### config.mk
export PLATFORM = sky130hd
export DESIGN_NAME = data_ram_arbiter
export DESIGN_NICKNAME = d
export VERILOG_FILES = /design/src/rtl/data_ram_arbiter.sv
export SDC_FILE = /design/constraint.sdc
export NUM_CORES = 1
export LEC_CHECK = 0
export BUFFER_PORTS_ARGS = -buffer_cell sky130_fd_sc_hd__buf_4
export CAP_MARGIN = 10
export CORE_AREA = 3 3 163 165
export DETAILED_ROUTE_END_ITERATION = 6
export DIE_AREA = 0 0 166 168
export PLACE_DENSITY = 0.73
export SLEW_MARGIN = 20
export SYNTH_ARGS = -nofsm -noshare
export SYNTH_HDL_FRONTEND = slang
export SYNTH_SLANG_ARGS = --single-unit
### constraint.sdc
create_clock -name clk -period 1.85 [get_ports clk]
set_input_delay 0.185 -clock clk [delete_from_list [all_inputs] [get_ports clk]]
set_output_delay 0.185 -clock clk [all_outputs]
set_load 0.05 [all_outputs]
### src/rtl/data_ram_arbiter.sv
// data_ram_arbiter
//   Two-port arbiter in front of a single-port data RAM. Port A is the CPU
//   datapath and port B the program loader / debug path. Each granted
//   request gets exactly one RAM cycle (ACCESS) followed by a one-cycle
//   completion pulse (RESP). Ties are broken round-robin, with A favoured
//   after reset.
//
// Ports
//   clk, rst_n                         clock, synchronous active-low reset
//   a_req/a_we/a_addr/a_wdata          port A request, write flag, addr, data
//   a_ack/a_rdata                      port A completion pulse, read data
//   b_req/b_we/b_addr/b_wdata          port B request (same meaning as A)
//   b_ack/b_rdata                      port B completion pulse, read data
//   ram_cs/ram_memRead/ram_memWrite    RAM strobes, high only in ACCESS
//   ram_address/ram_writeData          RAM address / write data (held)
//   ram_readData                       RAM read data, sampled leaving ACCESS
//   busy                               high while not IDLE
//   gnt_id                             owner of the current access (0=A, 1=B)
//
// Handshake: a requester raises req with we/addr/wdata stable and keeps
// them stable until it sees ack (a single-cycle pulse). It drops req in the
// cycle after ack. Nothing is queued: a req that drops before it is granted
// is simply forgotten. The just-acked port's req is ignored in RESP so a
// port is never served twice in a row while the other one is waiting.

module data_ram_arbiter (
  input  logic        clk,
  input  logic        rst_n,
  input  logic        a_req,
  input  logic        a_we,
  input  logic [9:0]  a_addr,
  input  logic [63:0] a_wdata,
  output logic        a_ack,
  output logic [63:0] a_rdata,
  input  logic        b_req,
  input  logic        b_we,
  input  logic [9:0]  b_addr,
  input  logic [63:0] b_wdata,
  output logic        b_ack,
  output logic [63:0] b_rdata,
  output logic        ram_cs,
  output logic        ram_memRead,
  output logic        ram_memWrite,
  output logic [9:0]  ram_address,
  output logic [63:0] ram_writeData,
  input  logic [63:0] ram_readData,
  output logic        busy,
  output logic        gnt_id
);

  typedef enum logic [1:0] {
    IDLE   = 2'd0,
    ACCESS = 2'd1,
    RESP   = 2'd2
  } state_t;

  state_t      state;
  state_t      stateNext;

  logic        gntId;      // owner of the latched access
  logic        lastGnt;    // port granted most recently; the other wins ties
  logic        weLat;      // latched write flag of the current access

  logic        grantValid; // a new access is latched at this edge
  logic        grantId;    // which port it belongs to
  logic        winWe;
  logic [9:0]  winAddr;
  logic [63:0] winWdata;

  // Next-state and arbitration
  always_comb begin
    stateNext  = state;
    grantValid = 1'b0;
    grantId    = 1'b0;
    case (state)
      IDLE: begin
        if (a_req && b_req) begin
          grantValid = 1'b1;
          grantId    = ~lastGnt;
        end else if (a_req) begin
          grantValid = 1'b1;
          grantId    = 1'b0;
        end else if (b_req) begin
          grantValid = 1'b1;
          grantId    = 1'b1;
        end
        stateNext = grantValid ? ACCESS : IDLE;
      end
      ACCESS: begin
        stateNext = RESP;
      end
      RESP: begin
        // Only the other port may chain directly into ACCESS; the acked
        // port still shows req this cycle and must not be re-served.
        if (gntId ? a_req : b_req) begin
          grantValid = 1'b1;
          grantId    = ~gntId;
          stateNext  = ACCESS;
        end else begin
          stateNext  = IDLE;
        end
      end
      default: begin
        stateNext = IDLE;
      end
    endcase
  end

  // Winner's request fields
  always_comb begin
    winWe    = grantId ? b_we    : a_we;
    winAddr  = grantId ? b_addr  : a_addr;
    winWdata = grantId ? b_wdata : a_wdata;
  end

  // State, latched request and read-data registers
  always_ff @(posedge clk) begin
    if (!rst_n) begin
      state         <= IDLE;
      gntId         <= 1'b0;
      lastGnt       <= 1'b1;  // B "granted last" so A wins the first tie
      weLat         <= 1'b0;
      ram_address   <= 10'd0;
      ram_writeData <= 64'd0;
      a_rdata       <= 64'd0;
      b_rdata       <= 64'd0;
    end else begin
      state <= stateNext;
      if (grantValid) begin
        gntId       <= grantId;
        lastGnt     <= grantId;
        weLat       <= winWe;
        ram_address <= winAddr;
        // Write data only moves for writes, so reads leave it untouched.
        if (winWe) begin
          ram_writeData <= winWdata;
        end
      end
      if (state == ACCESS && !weLat) begin
        if (gntId) begin
          b_rdata <= ram_readData;
        end else begin
          a_rdata <= ram_readData;
        end
      end
    end
  end

  // Outputs decoded from state
  always_comb begin
    ram_cs       = (state == ACCESS);
    ram_memRead  = (state == ACCESS) && !weLat;
    ram_memWrite = (state == ACCESS) && weLat;
    a_ack        = (state == RESP) && !gntId;
    b_ack        = (state == RESP) && gntId;
    busy         = (state != IDLE);
    gnt_id       = gntId;
  end

endmodule
* Word-level counts from Yosys, hierarchy flattened *
Index checks and enable logic that the tools add are counted.

word-level totals
  bits of input ports = 218
  flip-flop bits (word level) = 207
  logic and storage cells = 41
  output and inout port bits = 209

cells by class
  multiplexer cells = 17
  reduce and logical (&&, ||, !) cells = 12
  bitwise operators = 2
  equal/unequal tests = 2

operators by type and width
  cell                                                              number
  64-bit 2-to-1 mux                                                 1
  1-bit 2-to-1 mux                                                  12
  10-bit 2-to-1 mux                                                 1
  2-bit case mux with 3 select lines                                1
  2-bit AND reduction                                               3
  1-bit logical AND                                                 5
  1-bit case mux with 2 select lines                                2
  2-bit by 1-bit == test with 1-bit output (second input constant)  1
  2-bit == test (second input constant)                             1
  1-bit logical NOT                                                 2
  2-bit logical NOT                                                 1
  1-bit NOT                                                         2
  2-bit nonzero test                                                1

* Logic depth before layout (Yosys ltp) *
  depth after elaboration = 6
  gate-level depth with buffers = 7
  mapped depth without buffers = 4

* Least setup slack after synthesis *
Ideal clock, no wire load.

  kind = register to register
  start point = register state[1]
  end point = register b_rdata[10]
  clock period less this slack = 2.052 ns
  data arrival time = 1.929 ns
  path slack = -0.202 ns
  setup time = 0.123 ns
  stages on the path, launching flop included = 7
  data required time = 1.727 ns
  path buffers = 2
  path through = dfxtp_1 > buf_2 > nor3b_2 > nand2_1 > clkbuf_1 > nand2_1 > a21boi_0

on the way
  cells in the longest elaborated chain, start to end = 3

RTL lines
  item                                      line  source
  start, declared                           57    state_t state;
  start signal, assigned                    128   state <= stateNext;
  2-bit by 1-bit == test with 1-bit output  --
  1-bit logical AND                         --
  net ram_memRead                           42    output logic ram_memRead,
  2-bit AND reduction (no line)             --
  end signal, assigned                      141   b_rdata <= ram_readData;
  end, declared                             40    output logic [63:0] b_rdata,

The timed path passes the listed nets, and every way through them passes these cells.
A chain may end at the register's enable or synchronous reset.

* Worst setup path after layout *
  start point = register state[1]
  end point = register ram_address[9]

on the way
  cells in the longest elaborated chain, start to end = 3
  elaborated cells on any way between the ends = 5
  those cells by class = eq/ne (1); mux (3); reduce/logical (1)

RTL lines
  item                                                       line  source
  2-bit == test / 2-bit logical NOT (equally long branches)  75    case (state)
  1-bit case mux with 2 select lines                         75
  10-bit 2-to-1 mux                                          112   winAddr = grantId ? b_addr : a_addr;
  end signal, assigned                                       133   ram_address <= winAddr;
  end, declared                                              44    output logic [9:0] ram_address,

Parallel ways exist; a longest one is shown, timed or not.

==> results_dict.tcl <==
set metrics [dict create \
    max_freq_mhz 559 \
    report.final.slew_viol_count 0 \
    grt_pass1_vias 9100 \
    busiest_layer "met2" \
    holdWs_ps 32.9 \
    async_flop_share_pct 0 \
    die_area_mm2 0.0279 \
    synth_edf_count 0 \
    nets 1708 \
    hold_viol 0 \
    rows 58 \
    yosysWarnings 0 \
    clkSinkCount 207 \
    cp.arrival_ps 2190 \
    power.density_mw_per_mm2 919 \
    io_pins 427 \
    grt_first_pass_wirelength_um 49400 \
    synth_cell_types 33 \
    ys_seq_elements 207 \
    grt-ovfl-total 0 \
    critPathCaptureType "flop" \
    synth_cells 1010 \
    grt_start_max_net_pins 76 \
    wire_per_inst_um 18.1 \
    grt_util_met1_pct 24.9 \
    layout-drive-gt1-share_pct 38.8 \
    p_leak_nw 6.53 \
    max_cap_violations 0 \
    syn_to_final_growth_pct 60.1 \
    p_total_mw 13.2 \
    drtIter0Drc 525 \
    postRouteAntennaNets 0 \
    required_ps 2250 \
    startpoint_type "flop" \
    postSynthAreaPerCell_um2 8.86 \
    worst_ir_drop_vdd_mv 0.660 \
    routed_wl_um 33200 \
    antenna_found_initial 0 \
    die_x_um 166 \
    cts_tree "done" \
    layout_min_cycle_time_ps 1790 \
    outcome "completed" \
    path_class "reg -> reg" \
    place.gp.congestion 0.846 \
    fin_crit_sh_pct 96.6 \
    skew_ps 10.7 \
    finalWorstSetupSlack_ps 62.4 \
    root_buffer "clkbuf_16" \
    hpwl_um 22300 \
    yosys.area.top_type "dfxtp_1" \
    via_count 9065 \
    synth_nets 1228 \
    synth_top_area_share_pct 46.3 \
    yosysSeqAreaShare_pct 46.3 \
    synth_commonest_cells "260 x nand2_1, 207 x dfxtp_1, 97 x a21boi_0" \
    port_buffers 426 \
    path_clk_slew_ps 60 \
    first_pass_iters 5 \
    worst_slew_pin_slew_ps 787 \
    yosysMostFrequentCell "nand2_1" \
    cts_made_buffers 23 \
    cts_max_level 1 \
    post-route-drc-count 0 \
    pre_cts_slack_ps -29.1 \
    viasPerCell 4.94 \
    n_antenna_cell 0 \
    die_h_um 168 \
    synth_area_mm2 0.00895 \
    met3_usage_pct 5.12 \
    met2_usage_pct 38.4 \
    core_area_mm2 0.0252 \
    fin_setup_tns_ps 0 \
    relSlewSlack_pct 47.5 \
    path_max_fanout 38 \
    clk_path_buf_depth 3 \
    ys.flop_type "dfxtp_1" \
    setup_violations 0 \
    clk-insertion-delay-late_ps 500 \
    min_path_type "in -> reg" \
    initial_utilization_pct 35.5 \
    synthTopCellsByArea "dfxtp_1 46%, nand2_1 11%, a21boi_0 8.1%" \
    grt_usage_pct 21.4 \
]
[metal layers]
metal | up-vias | share of wire, % | wire, um
met4 | 0 | 3.5 | 1170
met1 | 4240 | 39 | 13000
met2 | 398 | 50 | 16500
met3 | 67 | 7.4 | 2460
li1 | 4360 | - | -
met5 | - | 0 | 0
[power breakdown]
| group | switching, mW | internal [mW] | total [mW] | leakage, nW |
|---|---|---|---|---|
| clock | 1.84 | 2.87 | 4.71 | 0.383 |
| sequential | 0.184 | 4.77 | 4.95 | 1.69 |
| combinational | 2.12 | 1.40 | 3.52 | 4.45 |
[registers in the layout, indices dropped and copies added, names as in the netlist]
name / count
a_rdata: 64
b_rdata: 64
ram_writeData: 64
ram_address: 10
state: 2
gnt_id: 1
lastGnt: 1
weLat: 1
[stage by stage]
| stage | cells | utilization [%] | instance area (um^2) |
|---|---|---|---|
| detailed placement | 1713 | 50.1 | 12600 |
| global placement | 1713 | 50.1 | 12600 |
| floorplan | 1010 | - | 8970 |
| global route | 1836 | 56.9 | 14300 |
| CTS | 1830 | 56.2 | 14200 |
| finish | 1836 | 56.9 | 14300 |
[cell families (layout without fill, tap and decap cells)]
group,count (synthesis),after routing,share of synthesized area [%]
AOI/OAI and AO/OA,221,221,21.1
DFF,207,207,46.3
and+or+nand+nor,407,407,19.7
muxes,64,64,7.16
buffers and inverters,111,607,5.70
[repair_timing]
action                     CTS  global route
pin swaps                    0             0
hold buffers                74             0
gates cloned                 0             5
setup endpoints to repair   11           114
hold endpoints to repair   136             0
setup buffers                2             1
resized for setup            1            11
[area by class of cell]
cell class              instances  area (um^2)
clock buffers                  31          646
clock inverters                10          135
fillers                      2164        10800
inverters                      22         82.6
multi-input cells             692         4370
flip-flops and latches        207         4150
well taps                     330          413
repair buffers                544         4540
[worst paths after layout]
| kind | startpoint | end | slack [ps] | cells after the start |
|---|---|---|---|---|
| worst min-delay path | b_addr[4] | ram_address[4] | 30 | 3 |
| worst max register to register | state[1] | ram_address[9] | 60 | 5 |
| worst max-delay path | state[1] | ram_address[9] | 60 | 5 |
| worst min register to register | b_rdata[54] | b_rdata[54] | 450 | 2 |
[worst max-delay path, stage by stage (launching register included)]
cell,delay (ps)
dfxtp_1,350
a31o_2,290
buf_4,160
or2_2,370
buf_16,200
a221oi_1,310
[layout by cell type (no fill, tap or decap), drive strengths merged, types with 3 or more instances in the layout]
master	Yosys	final
buf	37	465
nand2	260	260
dfxtp	207	207
a21boi	129	129
dlygate4sd3	0	74
nor2b	67	67
nor2	65	65
mux2i	64	64
o221a	64	64
clkbuf	52	36
inv	22	22
o21ai	12	12
a221oi	10	10
clkinv	0	6
bufinv	0	3
nor3b	3	3
and2	3	3
No activity file was read; power rests on OpenSTA's default activity.
